[src/rtl/matrix_operand_streamer.sv]
// Streams A/B operand pairs from a single-port memory as packed 4-element beats.
// Six cycles per beat: four memory reads, one final capture, one send/stall state.
module matrix_operand_streamer #(
  parameter int unsigned WIDTH        = 8,
  parameter int unsigned NUM_ELEMENTS = 4,
  parameter int unsigned MATRIX_WIDTH = 4,
  parameter int unsigned ADDR_W       = 8,
  parameter int unsigned A_BASE       = 0,
  parameter int unsigned B_BASE       = 16
) (
  input  logic                          clk,
  input  logic                          reset,
  input  logic                          start,
  output logic                          busy,
  output logic                          done,
  output logic                          mem_rd,
  output logic [ADDR_W-1:0]             mem_addr,
  input  logic [WIDTH-1:0]              mem_rdata,
  input  logic                          out_ready,
  output logic [NUM_ELEMENTS*WIDTH-1:0] rdata,
  output logic                          read_en,
  output logic                          out_last
);

  localparam int unsigned CW = $clog2(MATRIX_WIDTH);

  typedef enum logic [2:0] {
    S_IDLE,
    S_FETCH,
    S_LAST,
    S_SEND,
    S_DONE
  } state_t;

  state_t                          state_q, state_d;
  logic [1:0]                      k_q, k_d;
  logic [CW-1:0]                   r_q, r_d;
  logic [CW-1:0]                   c_q, c_d;
  logic [WIDTH-1:0]                slot_q [3];
  logic [WIDTH-1:0]                slot_d [3];
  logic [NUM_ELEMENTS*WIDTH-1:0]   rdata_q, rdata_d;
  logic [ADDR_W-1:0]               addr_row;
  logic                            final_beat;

  assign final_beat = (r_q == CW'(MATRIX_WIDTH - 2)) && (c_q == CW'(MATRIX_WIDTH - 1));
  // k[0] selects row r/r+1, k[1] selects matrix A/B.
  assign addr_row   = ADDR_W'(r_q) + ADDR_W'(k_q[0]);
  assign rdata      = rdata_q;

  always_comb begin
    state_d  = state_q;
    k_d      = k_q;
    r_d      = r_q;
    c_d      = c_q;
    slot_d   = slot_q;
    rdata_d  = rdata_q;
    busy     = (state_q != S_IDLE);
    done     = (state_q == S_DONE);
    mem_rd   = 1'b0;
    mem_addr = '0;
    read_en  = 1'b0;
    out_last = 1'b0;

    case (state_q)
      S_IDLE: begin
        if (start) begin
          state_d = S_FETCH;
          k_d     = 2'd0;
          r_d     = '0;
          c_d     = '0;
        end
      end
      S_FETCH: begin
        mem_rd   = 1'b1;
        mem_addr = (k_q[1] ? ADDR_W'(B_BASE) : ADDR_W'(A_BASE))
                 + addr_row * ADDR_W'(MATRIX_WIDTH) + ADDR_W'(c_q);
        if (k_q != 2'd0) begin
          slot_d[k_q - 2'd1] = mem_rdata;
        end
        k_d = k_q + 2'd1;
        if (k_q == 2'd3) begin
          state_d = S_LAST;
        end
      end
      S_LAST: begin
        // Output register only updates here, so rdata stays stable between beats.
        rdata_d = {slot_q[0], slot_q[1], slot_q[2], mem_rdata};
        state_d = S_SEND;
      end
      S_SEND: begin
        if (out_ready) begin
          read_en = 1'b1;
          if (final_beat) begin
            out_last = 1'b1;
            state_d  = S_DONE;
          end else begin
            state_d = S_FETCH;
            k_d     = 2'd0;
            if (r_q == CW'(MATRIX_WIDTH - 2)) begin
              r_d = '0;
              c_d = c_q + CW'(1);
            end else begin
              r_d = r_q + CW'(2);
            end
          end
        end
      end
      S_DONE: begin
        state_d = S_IDLE;
      end
      default: begin
        state_d = S_IDLE;
      end
    endcase
  end

  always_ff @(posedge clk) begin
    if (reset) begin
      state_q <= S_IDLE;
      k_q     <= '0;
      r_q     <= '0;
      c_q     <= '0;
      slot_q  <= '{default: '0};
      rdata_q <= '0;
    end else begin
      state_q <= state_d;
      k_q     <= k_d;
      r_q     <= r_d;
      c_q     <= c_d;
      slot_q  <= slot_d;
      rdata_q <= rdata_d;
    end
  end

endmodule

[config.mk]
export PLATFORM = sky130hd
export DESIGN_NAME = matrix_operand_streamer
export DESIGN_NICKNAME = d
export VERILOG_FILES = /design/src/rtl/matrix_operand_streamer.sv
export SDC_FILE = /design/constraint.sdc
export NUM_CORES = 1
export LEC_CHECK = 0
export BUFFER_PORTS_ARGS = -buffer_cell sky130_fd_sc_hd__buf_2
export CAP_MARGIN = 15
export CORE_MARGIN = 3
export CORE_UTILIZATION = 41
export DETAILED_ROUTE_END_ITERATION = 8
export GPL_TIMING_DRIVEN = 0
export PLACE_DENSITY = 0.75
export SLEW_MARGIN = 40
export SYNTH_ARGS = -nofsm -noshare
export SYNTH_HDL_FRONTEND = slang
export SYNTH_SLANG_ARGS = --single-unit
[constraint.sdc]
create_clock -name clk -period 1.61 [get_ports clk]
set_clock_uncertainty 0.1 [all_clocks]
set_input_delay 0.0805 -clock clk [delete_from_list [all_inputs] [get_ports clk]]
set_output_delay 0.0805 -clock clk [all_outputs]
set_load 0.05 [all_outputs]
==> results.toml <==
[cells_and_area]
final_area_mm2 = 0.00367
layout.cells.non_filler = 469
multiInputGateArea_mm2 = 0.00139
diodes = 0
layout-drive-gt1-share_pct = 32.2
fin_nets = 409
area_growth_pct = 36.2
regArea_mm2 = 0.00130
fillers = 536

[route]
wl_um = 6660
drtIter0Drc = 55
drc = 0
viasPerCell = 4.84
antenna_left = 0
wl_per_cell_um = 14.2
route.vias.total = 2268
drt-pass1-iter-count = 4

[synth]
avgSynthCellArea_um2 = 8.96
synth_cell_types = 32
async_flop_share_pct = 0
syn-cell-area_mm2 = 0.00270
synth-edff-count = 0
synth_area_leaders = "dfxtp_1 47%, nand2_1 10%, mux2i_1 8.9%"
yosysWarnings = 0
synth_top_cell_area_share_pct = 47.5
syn_inst = 301
yosysTopAreaCell = "dfxtp_1"
synthFlopType = "dfxtp_1"
netlist_top_cells_count = "72 x nand2_1, 64 x dfxtp_1, 35 x a21oi_1"
ys_seq_area_share_pct = 47.5
yosys.cell_count.top_type = "nand2_1"
ys_ff_latch = 64

[timing]
worst_pin_slew_ns = 0.521
rsz0062_at_grt = "yes"
finalCritPeriodShare_pct = 103
fmax_ghz = 0.602
hold_viol_final = 0
slew_violations = 0
post-route-worst-setup-slack_ns = -0.0515
min_period_ns = 1.66
slew_headroom_pct = 65.3
setup_violations = 6

[floorplan]
dieHeight_um = 87.1
core-area_mm2 = 0.00613
die-area_mm2 = 0.00759
start_util_pct = 44.0
die_x_um = 87.1
num_rows = 28
num_io_pins = 57

[worst_setup_path]
critical_path.max_fanout = 7
critPathLaunchType = "flip-flop"
cp-end-kind = "output pin"
worstPathArrival_ns = 1.48
path_class = "flip-flop to output pin"
crit_required_ns = 1.43

[clock_tree]
clk_latency_ns = 0.35
clk_pin_slew_ns = 0.08
htreeDepth = 3
root_buffer = "clkbuf_8"
cts.sinks = 64
cts_buffer_depth = 2
cts_buffers = 9
cts_tree = "yes"

[status]
status = "finished with violations"
violations = "negative setup slack"

[global_route]
busiest_layer = "met2"
grt.met2_usage_pct = 30.0
use_met3_pct = 6.62
antenna_found_initial = 0
use_met1_pct = 23.4
grt_pass1_wl_um = 11000
grt_max_degree = 13
gr-total-overflow = 0
grt_pass1_vias = 2283
grt_usage_pct = 18.6

[power_and_ir_drop]
peakVddDrop_mv = 0.756
power_per_cell_area_mw_per_mm2 = 871
p_leak_nw = 1.61
power_mw = 3.20

[placement]
numPortBuffers = 52
dp.cells = 430
dpl_cell_area_mm2 = 0.00310
globalplace.congestion = 0.802
hpwlAfterDp_um = 4330

[flow_run]
max_cap_violations = 0

[hold_path]
min_path_type = "primary input to flip-flop"
sequential cells by signal, summed over array words and instances, names as in the netlist:
register / count
rdata: 32
slot_q: 24
state_q: 3
c_q: 2
k_q: 2
r_q: 1
worst max-delay path, cell delays in order, from the launching register on:
cell,delay [ns]
dfxtp_4,0.38
buf_6,0.12
nor3b_4,0.20
buf_4,0.15
and2_4,0.14
buf_8,0.14
layer usage:
metal  part of all wire (%)  routed length [um]
met5                      0                   0
met4                   0.95                  63
met3                    6.3                 421
met2                     47                3150
met1                     45                3020
cell families (layout without fill, tap and decap cells):
logic type / Yosys count / after routing / share of synthesized area, %
AND/OR/NAND/NOR: 138 / 138 / 26.8
flip-flops: 64 / 64 / 47.5
AO/OA/AOI/OAI: 41 / 41 / 8.30
multiplexers: 25 / 25 / 9.46
buffers and inverters: 24 / 115 / 4.13
adder cells (fa/ha/maj): 8 / 8 / 3.71
other: 1 / 3 / 0.139
per-stage QoR:
step | setup TNS (ns) | setup WS, ns | utilization, % | hold WS (ns)
2_1_floorplan | -0.315 | -0.0523 | - | 0.117
3_5_place_dp | -4.23 | -0.235 | 50.6 | 0.244
6_report | -0.290 | -0.0515 | 59.9 | 0.125
5_1_grt | -1.09 | -0.136 | 59.9 | 0.159
3_3_place_gp | -3.73 | -0.212 | 50.6 | 0.235
4_1_cts | -0.241 | -0.0423 | 58.5 | 0.102
placed cells by master, fill, tap and decap left out, types with 3 or more instances in the layout:
cell,instances
a21oi_1,35
and2_4,7
buf_2,47
buf_4,17
buf_6,7
buf_8,7
clkbuf_1,8
clkbuf_8,9
conb_1,3
dfxtp_1,59
dfxtp_4,5
dlygate4sd3_1,9
ha_1,7
mux2i_1,24
nand2_1,68
nand2b_1,33
nor2_1,4
nor4_1,3
final timing paths:
kind	to	cells after the start	slack, ns	start
max	mem_addr[0]	5	-0.05	state_q[0]$_SDFFE_PP0P_
max reg2reg	c_q[0]$_SDFFE_PP0P_	3	-0.04	c_q[0]$_SDFFE_PP0P_
min	k_q[1]$_SDFFE_PP0P_	4	0.12	start
min reg2reg	rdata[17]$_SDFFE_PP0P_	2	0.35	rdata[17]$_SDFFE_PP0P_
cell type report:
cell class	count	area share [%]
tap	75	2.55
buffer	19	3.13
clock buffer	9	3.37
clock inverter	7	1.98
multi-input combinational	215	37.9
sequential	64	35.4
inverter	3	0.443
timing repair buffer	77	15.2
what timing repair did:
| item | 4_1_cts | 5_1_grt |
|---|---|---|
| gates resized for setup | 38 | 21 |
| endpoints found under the setup margin | 65 | 67 |
| pin swaps | 3 | 5 |
| hold buffers | 9 | 0 |
| buffers inserted | 12 | 4 |
| hold endpoints to repair | 14 | 0 |
report_power, final:
part           total, mW  internal, mW  switching [mW]
sequential          1.59          1.58         0.00735
clock               1.35         0.713           0.637
combinational      0.259         0.119           0.140
(Power assumes the default switching activity.)
